$ cat src/rtl/pipeline_control_ldst_arbiter.sv
// Two-port ownership arbiter for the pipeline-control load/store port.
// Port 0 is the IRQ call sequencer, port 1 the exception/IDT sequencer.
module pipeline_control_ldst_arbiter #(
  parameter int P_ROUND_ROBIN = 1
) (
  input  logic        iCLOCK,
  input  logic        inRESET,
  input  logic        iRESET_SYNC,
  // port 0
  input  logic        iREQ0_LDST_USE,
  input  logic        iREQ0_LDST_REQ,
  output logic        oREQ0_LDST_BUSY,
  input  logic [1:0]  iREQ0_LDST_ORDER,
  input  logic        iREQ0_LDST_RW,
  input  logic [31:0] iREQ0_LDST_ADDR,
  input  logic [31:0] iREQ0_LDST_DATA,
  output logic        oREQ0_LDST_REQ,
  output logic [31:0] oREQ0_LDST_DATA,
  // port 1
  input  logic        iREQ1_LDST_USE,
  input  logic        iREQ1_LDST_REQ,
  output logic        oREQ1_LDST_BUSY,
  input  logic [1:0]  iREQ1_LDST_ORDER,
  input  logic        iREQ1_LDST_RW,
  input  logic [31:0] iREQ1_LDST_ADDR,
  input  logic [31:0] iREQ1_LDST_DATA,
  output logic        oREQ1_LDST_REQ,
  output logic [31:0] oREQ1_LDST_DATA,
  // downstream
  output logic        oLDST_USE,
  output logic        oLDST_REQ,
  output logic [1:0]  oLDST_ORDER,
  output logic        oLDST_RW,
  output logic [31:0] oLDST_ADDR,
  output logic [31:0] oLDST_DATA,
  input  logic        iLDST_BUSY,
  input  logic        iLDST_REQ,
  input  logic [31:0] iLDST_DATA,
  // status
  output logic [1:0]  oOWNER,
  output logic        oPROTOCOL_ERR
);

  // Encoding doubles as the oOWNER value.
  typedef enum logic [1:0] {
    IDLE = 2'b00,
    OWN0 = 2'b01,
    OWN1 = 2'b10
  } state_t;

  state_t      b_state;
  state_t      state_next;
  logic [1:0]  b_count;
  logic [1:0]  count_next;
  logic        b_rr_ptr;
  logic        rr_next;
  logic        b_err;
  logic        err_next;

  logic        own0;
  logic        own1;
  logic        owned;
  logic        full;
  logic        sel_use;
  logic        sel_req;
  logic        accept;
  logic        rsp_ok;
  logic        grant1;

  always_comb begin
    own0    = (b_state == OWN0);
    own1    = (b_state == OWN1);
    owned   = own0 | own1;
    full    = (b_count == 2'd3);
    sel_use = own1 ? iREQ1_LDST_USE : iREQ0_LDST_USE;
    sel_req = own1 ? iREQ1_LDST_REQ : iREQ0_LDST_REQ;

    // A draining owner (USE dropped) keeps receiving responses but issues nothing new.
    oLDST_USE   = owned;
    oLDST_REQ   = owned & sel_use & sel_req & ~full;
    oLDST_ORDER = own1 ? iREQ1_LDST_ORDER : (own0 ? iREQ0_LDST_ORDER : 2'b00);
    oLDST_RW    = own1 ? iREQ1_LDST_RW    : (own0 & iREQ0_LDST_RW);
    oLDST_ADDR  = own1 ? iREQ1_LDST_ADDR  : (own0 ? iREQ0_LDST_ADDR : 32'h0);
    oLDST_DATA  = own1 ? iREQ1_LDST_DATA  : (own0 ? iREQ0_LDST_DATA : 32'h0);

    oREQ0_LDST_BUSY = own0 ? (iLDST_BUSY | full) : 1'b1;
    oREQ1_LDST_BUSY = own1 ? (iLDST_BUSY | full) : 1'b1;

    accept = oLDST_REQ & ~iLDST_BUSY;
    rsp_ok = iLDST_REQ & owned & (b_count != 2'd0);

    // Responses with no owner or nothing outstanding are dropped, never routed.
    oREQ0_LDST_REQ  = rsp_ok & own0;
    oREQ1_LDST_REQ  = rsp_ok & own1;
    oREQ0_LDST_DATA = (rsp_ok & own0) ? iLDST_DATA : 32'h0;
    oREQ1_LDST_DATA = (rsp_ok & own1) ? iLDST_DATA : 32'h0;

    oOWNER        = b_state;
    oPROTOCOL_ERR = b_err;
  end

  always_comb begin
    count_next = b_count;
    case ({accept, rsp_ok})
      2'b10:   count_next = b_count + 2'd1;
      2'b01:   count_next = b_count - 2'd1;
      default: count_next = b_count;
    endcase

    err_next   = b_err | (iLDST_REQ & ~rsp_ok);
    grant1     = iREQ1_LDST_USE & (~iREQ0_LDST_USE | ((P_ROUND_ROBIN != 0) & b_rr_ptr));
    state_next = b_state;
    rr_next    = b_rr_ptr;

    case (b_state)
      IDLE: begin
        if (iREQ0_LDST_USE | iREQ1_LDST_USE) begin
          state_next = grant1 ? OWN1 : OWN0;
          rr_next    = ~grant1;
        end
      end
      OWN0: if (!iREQ0_LDST_USE && count_next == 2'd0) state_next = IDLE;
      OWN1: if (!iREQ1_LDST_USE && count_next == 2'd0) state_next = IDLE;
      default: state_next = IDLE;
    endcase
  end

  always_ff @(posedge iCLOCK or negedge inRESET) begin
    if (!inRESET) begin
      b_state  <= IDLE;
      b_count  <= 2'd0;
      b_rr_ptr <= 1'b0;
      b_err    <= 1'b0;
    end else if (iRESET_SYNC) begin
      b_state  <= IDLE;
      b_count  <= 2'd0;
      b_rr_ptr <= 1'b0;
      b_err    <= 1'b0;
    end else begin
      b_state  <= state_next;
      b_count  <= count_next;
      b_rr_ptr <= rr_next;
      b_err    <= err_next;
    end
  end

endmodule

$ cat config.mk
export PLATFORM = sky130hd
export DESIGN_NAME = pipeline_control_ldst_arbiter
export DESIGN_NICKNAME = d
export VERILOG_FILES = /design/src/rtl/pipeline_control_ldst_arbiter.sv
export SDC_FILE = /design/constraint.sdc
export NUM_CORES = 1
export LEC_CHECK = 0
export BUFFER_PORTS_ARGS = -buffer_cell sky130_fd_sc_hd__clkbuf_2
export CORE_AREA = 3 3 121 123
export DETAILED_ROUTE_END_ITERATION = 16
export DIE_AREA = 0 0 124 126
export SYNTH_ARGS = -nofsm -noshare
export SYNTH_HDL_FRONTEND = slang
export SYNTH_SLANG_ARGS = --single-unit
$ cat constraint.sdc
create_clock -name iCLOCK -period 6.9 [get_ports iCLOCK]
set_input_delay 0.345 -clock iCLOCK [delete_from_list [all_inputs] [get_ports iCLOCK]]
set_output_delay 0.345 -clock iCLOCK [all_outputs]
set_load 0.1 [all_outputs]
**Yosys cells after proc, flatten, opt, wreduce, memory -nomap -nowiden**

Index checks and enable logic that the tools add are counted.

- Reductions and logical operators: 11
- Muxes and demuxes: 25
- Add/subtract/negate cells: 2
- Equal/unequal tests: 8
- Bitwise gates (word level): 21

Operators by type and width:

| cell | number |
|---|---|
| $mux W32 | 6 |
| $mux W2 | 8 |
| $and A1 B1 Y1 | 11 |
| $mux W1 | 9 |
| $eq A2 B2 Y1 const B | 3 |
| $ne A3 B2 Y1 const B | 2 |
| $pmux W2 S3 | 1 |
| $reduce_bool A2 Y1 | 3 |
| $not A1 Y1 | 5 |
| $or A1 B1 Y1 | 5 |
| $eq A2 B1 Y1 const B | 2 |
| $logic_not A2 Y1 | 2 |
| $pmux W2 S2 | 1 |
| $ne A3 B3 Y1 const B | 1 |
| $reduce_and A3 Y1 | 1 |
| $add A2 B1 Y2 const B | 1 |
| $logic_and A1 B1 Y1 | 2 |
| $logic_not A1 Y1 | 2 |
| $reduce_and A2 Y1 | 1 |
| $sub A2 B1 Y2 const B | 1 |

- Bits of input ports: 175
- Flip-flop bits (word level): 6
- Output and inout bits: 140

**Depth between registers and ports, before layout**

Gate-level depths: netlist of the first run.

- Word-level depth: 13
- Depth in mapped cells: 10
- Gate-level depth less buffers: 10

**Worst setup path before layout of the first run**

OpenSTA, ideal clock, no wires.

- Path type: register to register
- From: register b_state[0] (netlist: oOWNER[0])
- To: register b_state[1] (netlist: oOWNER[1])
- Stages on the path, launching flop included: 11
- Data required time: 6.823 ns
- Arrival time: 5.775 ns
- Path slack: 1.048 ns
- Clock period less this slack: 5.852 ns
- Cell sequence: dfrtp_1 inv_1 ha_1 nand2_1 nor3_1 nand2b_1 ha_1 nor3b_1 a311oi_1 or4_1 a21oi_1

- Cells in the longest elaborated chain, start to end: 12
- Elaborated cells between the ends (all ways): 24
- Classes of those cells: eq/ne: 7; mux: 5; bitwise: 7; reduce/logical: 5

RTL lines:

| item | RTL line | text |
|---|---|---|
| start, declared | 51 | `state_t b_state;` |
| start signal, assigned | 140 | `b_state <= state_next;` |
| $eq A2 B1 Y1 or $eq A2 B2 Y1 (tied branches) | 71, 72 |  |
| $or A1 B1 Y1 (*) | 73 | `owned = own0 \| own1;` |
| via oLDST_USE | 30 | `output logic oLDST_USE,` |
| $and A1 B1 Y1 (*) (3 in a row) | 80 | `oLDST_REQ = owned & sel_use & sel_req & ~full;` |
| via oLDST_REQ | 31 | `output logic oLDST_REQ,` |
| $and A1 B1 Y1 (*) | 89 | `accept = oLDST_REQ & ~iLDST_BUSY;` |
| $eq A2 B1 Y1 or $eq A2 B2 Y1 (tied branches) | 104 | `case ({accept, rsp_ok})` |
| $pmux W2 S2 (*) | 104 |  |
| $logic_not A2 Y1 (*) | 122, 123 |  |
| $logic_and A1 B1 Y1 (on tied branches) | 123, 122 |  |
| $ne A3 B2 Y1 (no line) | n/a |  |
| $reduce_and A3 Y1 (no line) (*) | n/a |  |

Mark *: on every way through the listed nets, which the timed path passes. The rest lies on a longest branch.
A chain may end at the register's enable or synchronous reset.

**Worst setup path after layout of the first run**

- From: register b_state[0] (netlist: oOWNER[0])
- To: output oLDST_DATA[22]

- Cells in the longest elaborated chain, start to end: 3
- Elaborated cells between the ends (all ways): 4
- Classes of those cells: eq/ne: 2; mux: 2

RTL lines:

| item | RTL line | text |
|---|---|---|
| $eq A2 B1 Y1 | 71 | `own0 = (b_state == OWN0);` |
| $mux W32 | 84 | `oLDST_DATA = own1 ? iREQ1_LDST_DATA : (own0 ? iREQ0_LDST_DATA : 32'h0);` |
| $mux W32 (*) | 84 |  |
| end, declared | 35 | `output logic [31:0] oLDST_DATA,` |

Every way passes the cells marked *; elsewhere a longest branch is shown, timed or not.

==> impl.org, run 1 <==
** Global route
- Vias in the first global route :: roughly 2600
- Number of antenna violations at the first check in global routing :: 0
- Overall fraction of global-route tracks in use :: between 10% and 20%
- Global-route wire length before repair :: 13870 um
- Largest net degree at the start of global routing :: 90
- For this run the aggregate overflow at the end of global routing stands at 0.

** Route
- Drt total wl :: ~10000 um
- In the final routed layout, each cell accounts on average for around 15 um.
- Top layer used by detailed routing :: met4
- The first TritonRoute pass finished after 4 iterations.
- The routed design uses approximately 5100 um of met2 wire.
- In the final routing, the length of wire on met1 measures about 4100 um.
- Detailed router's first-iteration violation count :: 170
- The count of nets left with antenna violations once routing finished came out at 0.
- Met3 routed WL :: between 1000 and 1500 um
- The detailed router placed 2952 vias in this run.
- After detailed routing, the number of remaining DRC violations is 0.
- Avg Vias per Cell :: approximately 4.3

** Power and ir drop
- Share of power burned in registers :: under 10%
- Sum of internal, switching and leakage power :: ~1100 uW
- Clock network power share :: between 8 and 9%
- Net switching component of the power :: 791.3 uW
- Across the VDD grid, the largest voltage drop is 0.0001062 V.
- Cell Pwr Density :: around 310 nW/um2
- Cell internal power was estimated by the tool at 272.7 uW.
- Switching power share of the total :: approximately 74%
- Leak Pwr :: roughly 0.0023 uW
- Combinational cells account for between 80 and 90% of the total power.

** Synthesis
- Yosys printed 0 warnings.
- Post-synth net total :: roughly 400
- Flip-flop and latch count after synthesis :: 6
- Top-area cell type share of the netlist area :: around 37%
- Number of distinct library cell variants in the gate-level netlist after synthesis :: 27
- Register area share after synthesis :: approximately a tenth
- Ranked by total cell area, the synthesized netlist is headed by sky130_fd_sc_hd__a22o_1, sky130_fd_sc_hd__and3_1, sky130_fd_sc_hd__dfrtp_1.
- Counting every instance in the synthesized netlist gives between 200 and 250.
- Netlist Area Pre-Place :: 1577 um2
- Syn_area_per_cell :: approximately 7.3 um2
- Cell type with the largest total area after synthesis :: sky130_fd_sc_hd__a22o_1

** Layout
- Fraction of layout instances using a drive strength above 1 :: approximately 64%
- Area added between synthesis and finish :: 114.8%
- After the flow finishes, the layout carries non-filler instances totaling around 700.
- Cells fill about a quarter of the core in the end.
- Ant. Diodes :: 0
- Commonest non-fill, non-tap cell in the layout :: sky130_fd_sc_hd__clkbuf_2
- Final-layout fill cell count :: ~1500
- Commonest cells after routing, fill and taps aside :: sky130_fd_sc_hd__clkbuf_2, sky130_fd_sc_hd__a22o_1, sky130_fd_sc_hd__and3_1, sky130_fd_sc_hd__dfrtp_1
- Final layout net count :: between 600 and 700

** Timing
- Final setup slack of the worst path :: about 3.5 ns
- The max-slew violation count came to 0.
- Worst-case clock skew :: about 0.00049 ns
- Share of the clock period used by the worst path after layout :: 49.04%
- Worst-margin pin slew :: about 0.88 ns
- Final count of negative-setup-slack endpoints :: 0
- Total negative setup slack :: 0 ns
- For this run, the top clock speed supported by timing is about 300 MHz.
- Setup repair after global routing left no endpoint under its margin.
- Final hold vios :: 0
- Slew HR :: slightly above 40%
- Post-layout min period :: roughly 3.4 ns

** Placement
- Once detailed placement completed, the half-perimeter wirelength came to ~8500 um.
- Input and output buffers added on the ports amount to 314.
- The number of placed instances, taps included, is 683.
- Timing analysis after detailed placement gives a worst setup slack of 3.803 ns.
- Routability-driven placement finished with a final weighted congestion of around 0.79.

** CTS
- Number of sinks driven by the clock tree :: 6
- After clock tree synthesis, the setup repair step added 0 buffers.
- Clk_lat worst skew :: ~0.22 ns
- CTS tree :: done
- Clock-pin slew was measured on the worst setup and hold paths at about 0.03 ns.
- CTS built an H-tree with a depth of 1.
- CTS max path bufs :: 2
- After clock tree synthesis, the repair step resized 0 gates.
- Number of buffers added by the clock tree synthesis step :: 3
- Clock tree synthesis selected as its root buffer the cell sky130_fd_sc_hd__clkbuf_16.

** Floorplan
- Standard-cell rows :: between 40 and 50
- The region available for standard cell placement spans 13770 um2.
- Horizontal die dimension :: 124 um
- The floorplan step defined a die boundary enclosing 15620 um2.
- The initial utilization of the core area, before any placement, comes to a little under an eighth.
- I/O pin cnt :: 315
- The die is 126 um tall.

** Run status
- Status :: finished, final reports clean

** Worst hold path
- Type of the tightest min-delay check :: primary input to flop

** Critical path
- In this run the worst path has a maximum fanout of 89.
- Data on the critical path arrives at its endpoint at ~3 ns.
- The worst setup path is captured at an output port.
- Critical Path Source Type :: flop
- Critical path start-end classification :: flop to output port
- At the worst endpoint, the required time is between 6 and 7 ns.

** Job
- Across the run, the number of max-cap violations was 0.
==> worst max-delay path: stages (launching register included) <==
cell and delay, ns:
sky130_fd_sc_hd__dfrtp_1 0.36, sky130_fd_sc_hd__inv_1 0.12, sky130_fd_sc_hd__ha_4 0.24, sky130_fd_sc_hd__buf_4 0.34, sky130_fd_sc_hd__nor2b_4 0.26, sky130_fd_sc_hd__buf_4 0.54, sky130_fd_sc_hd__a22o_1 0.27, sky130_fd_sc_hd__clkbuf_2 0.47
==> layer usage <==
metal  vias to the layer above  track usage [%]
met5                         -                0
met4                         0            1.353
met3                         4            1.347
met2                       193            20.55
met1                      1330            14.50
li1                       1425                -
==> cell families after synthesis <==
family	synth area share, %
AO/OA/AOI/OAI	42.22
AND/OR/NAND/NOR	32.46
multiplexers	1.270
XOR/XNOR	1.667
adder cells (fa/ha/maj)	3.968
buffers and inverters	8.889
flip-flops	9.524
==> path summary, 6_finish.rpt <==
check / depth (start not counted) / slack [ns] / startpoint / to
max: 7 / 3.52 / oOWNER[0]$_DFFE_PN0P_ / oLDST_DATA[22]
min: 2 / 0.39 / iRESET_SYNC / oPROTOCOL_ERR$_DFF_PN0_
max reg2reg: 10 / 4.06 / oOWNER[0]$_DFFE_PN0P_ / oOWNER[1]$_DFFE_PN0P_
min reg2reg: 2 / 0.49 / oPROTOCOL_ERR$_DFF_PN0_ / oPROTOCOL_ERR$_DFF_PN0_
max in group asynchronous: 2 / 6.25 / inRESET / oOWNER[0]$_DFFE_PN0P_
min in group asynchronous: 2 / 0.50 / inRESET / b_rr_ptr$_DFFE_PN0P_
==> flip-flops by register name, summed over array words and instances, names as in the netlist <==
register       flops
oPROTOCOL_ERR      1
b_count            2
oOWNER             2
b_rr_ptr           1
==> power groups by stage <==
stage / clock, uW / combinational, uW / sequential [uW]
after floorplan: 0 / 743 / 61.0
after global placement: 0 / 931 / 43.8
after detailed placement: 0 / 930 / 44.0
after CTS: 95.1 / 932 / 43.5
after global routing: 97.4 / 962 / 44.3
final: 92.6 / 928 / 43.6
==> repair_timing <==
action                                  4_1_cts  5_1_grt
endpoints found under the setup margin        0        0
hold buffers                                  1        0
hold endpoints to repair                      6        0
==> synthesized netlist by cell type <==
| master | count |
|---|---|
| sky130_fd_sc_hd__and3_1 | 64 |
| sky130_fd_sc_hd__a221o_1 | 1 |
| sky130_fd_sc_hd__buf_4 | 1 |
| sky130_fd_sc_hd__inv_1 | 5 |
| sky130_fd_sc_hd__nand2b_1 | 1 |
| sky130_fd_sc_hd__ha_1 | 5 |
| sky130_fd_sc_hd__clkbuf_1 | 25 |
| sky130_fd_sc_hd__nor3_1 | 1 |
| sky130_fd_sc_hd__a22o_1 | 67 |
| sky130_fd_sc_hd__mux2i_1 | 2 |
| sky130_fd_sc_hd__a311oi_1 | 1 |
| sky130_fd_sc_hd__buf_2 | 4 |
| sky130_fd_sc_hd__dfrtp_1 | 6 |
| sky130_fd_sc_hd__xor2_1 | 2 |
| sky130_fd_sc_hd__xnor2_1 | 1 |
| sky130_fd_sc_hd__or4_1 | 2 |
| sky130_fd_sc_hd__nand2_1 | 5 |
| sky130_fd_sc_hd__o211a_1 | 1 |
| sky130_fd_sc_hd__o21ai_0 | 3 |
| sky130_fd_sc_hd__nor3b_1 | 2 |
| sky130_fd_sc_hd__nor2b_1 | 2 |
| sky130_fd_sc_hd__or3_2 | 1 |
| sky130_fd_sc_hd__o31ai_1 | 1 |
| sky130_fd_sc_hd__nor2_1 | 5 |
| sky130_fd_sc_hd__a22oi_1 | 1 |
| sky130_fd_sc_hd__a21oi_1 | 4 |
| sky130_fd_sc_hd__and2_1 | 2 |
==> area by class of cell <==
type / instances / area [um2] / share of cell area, %
repair buffers: 319 / 1612 / 47.58
multi-input cells: 174 / 1306 / 38.57
well taps: 180 / 225.2 / 6.649
flip-flops and latches: 6 / 150.1 / 4.433
clock buffers: 3 / 75.07 / 2.216
inverters: 5 / 18.77 / 0.5541
==> through the flow <==
step	area, um2	hold WS [ns]
2_1_floorplan	1577	0.04941
3_3_place_gp	3302	0.1822
3_5_place_dp	3302	0.1804
4_1_cts	3387	0.3851
5_1_grt	3387	0.4037
6_report	3387	0.3868
No activity file was read; power rests on OpenSTA's default activity.
==> inputs of run 2 (changes only) <==
--- a/config.mk
+++ b/config.mk
@@ -6,9 +6,9 @@
 export NUM_CORES = 1
 export LEC_CHECK = 0
 export BUFFER_PORTS_ARGS = -buffer_cell sky130_fd_sc_hd__clkbuf_2
-export CORE_AREA = 3 3 121 123
+export CORE_AREA = 3 3 122 124
 export DETAILED_ROUTE_END_ITERATION = 16
-export DIE_AREA = 0 0 124 126
+export DIE_AREA = 0 0 125 127
 export SYNTH_ARGS = -nofsm -noshare
 export SYNTH_HDL_FRONTEND = slang
 export SYNTH_SLANG_ARGS = --single-unit
==> constraint.sdc (replaced) <==
create_clock -name iCLOCK -period 3.39 [get_ports iCLOCK]
set_input_delay 0.1695 -clock iCLOCK [delete_from_list [all_inputs] [get_ports iCLOCK]]
set_output_delay 0.1695 -clock iCLOCK [all_outputs]
set_load 0.1 [all_outputs]
==> run 2 against run 1 <==
  * Global-route usage rose by 1.3 points
  * Non-clock buffer count did not move
  * Clock power rose by 110%
  * Cell count rose by 0.15%
  * Flip-flop and latch count did not move
  * Sequential power rose by 120%
  * Critical path depth fell by 2
  * Power rose by 140%
  * Highest routed layer unchanged
  * Wire length rose by 7.9%
  * Critical endpoint unchanged
  * Count of clock-buffer cells in the layout rose by 1
  * Register-to-register slack got worse by 3.3 ns
==> impl.org, run 2 (synthesis gave the netlist of run 1 again) <==
** Floorplan
- I/O pin cnt :: approximately 320
- Standard-cell rows :: 43
- The floorplan step set the die width to between 100 and 150 um.
- The floorplan step defined a die boundary enclosing about 16000 um2.
- Core area :: 13880 um2
- Initial Utilization :: around 11%
- Floorplan die height :: about 130 um

** Global route
- Total gr overflow :: 0
- Vias in the first global route :: 2738
- Largest net degree at the start of global routing :: between 100 and 150
- Global-route wire length before repair :: between 15000 and 20000 um
- The initial antenna violation count was 0.
- In the global route stage, overall resource usage came out at 12.55%.

** Timing
- Worst-margin pin slew :: between 1 and 1.5 ns
- Worst-case clock skew :: ~0.004 ns
- Number of slew-limit violations in the final report :: 0
- FMAX :: about 350 MHz
- The clock period could shrink to just under 3 ns.
- Final hold vios :: 0
- Setup repair after global routing missed its margin :: no
- Dividing the final minimum period by the clock period gives ~85%.
- Slew HR :: 16.69%
- Summed over all failing endpoints, the final setup total negative slack is 0 ns.
- Setup violations remaining at the end of the flow were counted as 0.

** Critical path
- Req. time, crit path :: between 3 and 4 ns
- The worst setup path is launched from a flop.
- The setup check on the worst reg-to-reg path leaves a slack of 0.74 ns.
- Arrival @ worst endpoint :: around 2.7 ns
- The worst register-to-register path begins at oOWNER[0]$_DFFE_PN0P_.
- Measured in cells, the most critical reg-to-reg path has a length of 10.
- On the critical path, the stage with the largest delay is an instance of sky130_fd_sc_hd__nor2b_4.
- Largest fanout on the critical path :: between 50 and 60
- The worst setup path is captured at an output port.
- Critical path start-end classification :: flop to output port
- RR Endpoint :: oOWNER[1]$_DFFE_PN0P_
- Critical path, cell by cell :: inv_4, ha_1, nor2b_4, a22o_1, clkbuf_2
- Critical Path Max Stage Delay :: about 0.97 ns

** CTS
- At the later pin of the worst-skew pair, clock insertion delay measures 0.23 ns.
- Root buffer cell :: sky130_fd_sc_hd__clkbuf_16
- Counting along the longest clock path gives a buffer depth of 2.
- CTS H-Tree Depth :: 1
- Number of sinks driven by the clock tree :: 6
- Clock-pin slew of the registers on the worst-case setup and hold paths :: 0.04 ns
- TritonCTS built the clock tree.
- The number of clock buffers added by TritonCTS is 3.

** Layout
- Post-route cell area :: 4071 um2
- Commonest non-fill, non-tap cell in the layout :: sky130_fd_sc_hd__clkbuf_2
- Ant. Diodes :: 0
- The final layout contains between 600 and 700 nets.
- In the final layout, the share of cells above drive strength 1 is approximately 66%.
- Compared with the post-synthesis result, the final layout area differs by 158.3%.
- Commonest cells after routing, fill and taps aside :: sky130_fd_sc_hd__clkbuf_2, sky130_fd_sc_hd__a22o_1, sky130_fd_sc_hd__and3_1, sky130_fd_sc_hd__buf_12, sky130_fd_sc_hd__buf_4

** Route
- Vias after detailed routing :: 2946
- Drt total wl :: between 10000 and 15000 um
- Detailed router's first-iteration violation count :: 101
- Routed wirelength normalized by instance count :: between 15 and 20 um
- Number of routed nets with antenna violations :: 0
- DRC violations left :: 0
- In the routed layout, each cell is associated on average with a via count of roughly 4.3.
- The first detailed-routing pass took 4 iterations.

** Run status
- Status :: finished, final reports clean

** Placement
- Dpl hpwl :: 9383 um
- In this run the cell area measured after placement is about 4000 um2.
- The congestion estimate from routability-driven global placement came to between 0.7 and 0.8.
- Number of port buffers :: approximately 310

** Power and ir drop
- Sum of internal, switching and leakage power :: 2576 uW
- Cell Pwr Density :: between 600 and 700 nW/um2
- IR analysis of the VDD net gives a maximum drop of roughly 0.00018 V.
- Leak Pwr :: about 0.0024 uW

** Worst hold path
- Hold Startpoint :: iRESET_SYNC
- The worst hold path passes through 2 cells.
- The min-delay analysis places its worst path in the category primary input to flop.
- For hold timing, the worst endpoint is b_count[1]$_DFF_PN0_.

** Job
- Maxcap violations :: 0
run 2: changes by cell type in the layout (fill, tap and decap cells not counted), moves of 2 or more:
cell,delta
sky130_fd_sc_hd__inv_4,+2
sky130_fd_sc_hd__dfrtp_4,+2
sky130_fd_sc_hd__dfrtp_1,-2
sky130_fd_sc_hd__clkbuf_2,-57
sky130_fd_sc_hd__ha_4,+2
sky130_fd_sc_hd__inv_1,-2
sky130_fd_sc_hd__buf_12,+38
sky130_fd_sc_hd__ha_1,-2
sky130_fd_sc_hd__buf_4,+19
run 2: how the worst max path moves through the flow:
stage	start	to	slack (ns)	cells after the start
2_1_floorplan	oOWNER[0]$_DFFE_PN0P_	oOWNER[0]$_DFFE_PN0P_	-0.08	10
3_3_place_gp	oOWNER[1]$_DFFE_PN0P_	oLDST_DATA[15]	0.78	5
3_5_place_dp	oOWNER[1]$_DFFE_PN0P_	oLDST_ADDR[5]	0.69	6
4_1_cts	oOWNER[1]$_DFFE_PN0P_	oLDST_DATA[18]	0.49	5
5_1_grt	oOWNER[1]$_DFFE_PN0P_	oLDST_DATA[18]	0.32	5
6_report	oOWNER[1]$_DFFE_PN0P_	oLDST_DATA[22]	0.49	5
run 2: final cells by class:
type	count	area, um2
flip-flops and latches	6	157.7
well taps	180	225.2
inverters	5	23.77
clock buffers	4	78.83
repair buffers	319	2230
multi-input cells	174	1356
fillers	1490	9809
run 2: per-stage QoR:
| step | setup slack, ns | util, % | hold slack [ns] | instances |
|---|---|---|---|---|
| after detailed placement | 0.6875 | 28.69 | 0.01370 | 683 |
| after floorplan | -0.07937 | - | -0.1261 | 215 |
| after CTS | 0.4873 | 29.33 | 0.2043 | 688 |
| final | 0.4944 | 29.33 | 0.2002 | 688 |
| after global routing | 0.3218 | 29.33 | 0.2289 | 688 |
| after global placement | 0.7846 | 28.69 | 0.009051 | 683 |
run 2: layer usage:
layer	vias to the layer above	global-route usage, %	wire, um	share of wire (%)
met3	6	2.048	969	8.7
met5	-	0	0	0
li1	1429	-	-	-
met1	1326	17.12	4642	41
met4	0	0.9566	29	0.26
met2	185	21.83	5557	50
run 2: power by group:
group	total [uW]	switching [uW]	internal, uW
sequential	94.3	11.1	83.2
clock	197	40.8	156
combinational	2280	1650	637
run 2: critical path: cells and delay by family, from the launching register on:
kind            cells  cell delay (ns)
simple gates        1             0.97
buf+inv             2             0.54
flops               1             0.51
compound gates      1             0.26
fa+ha+maj           1             0.16
run 2: repair_timing:
| action | CTS | global route |
|---|---|---|
| setup endpoints to repair | 0 | 0 |
| setup buffers | 0 | 0 |
| hold buffers | 1 | 0 |
| hold endpoints to repair | 6 | 0 |
| resized for setup | 0 | 0 |
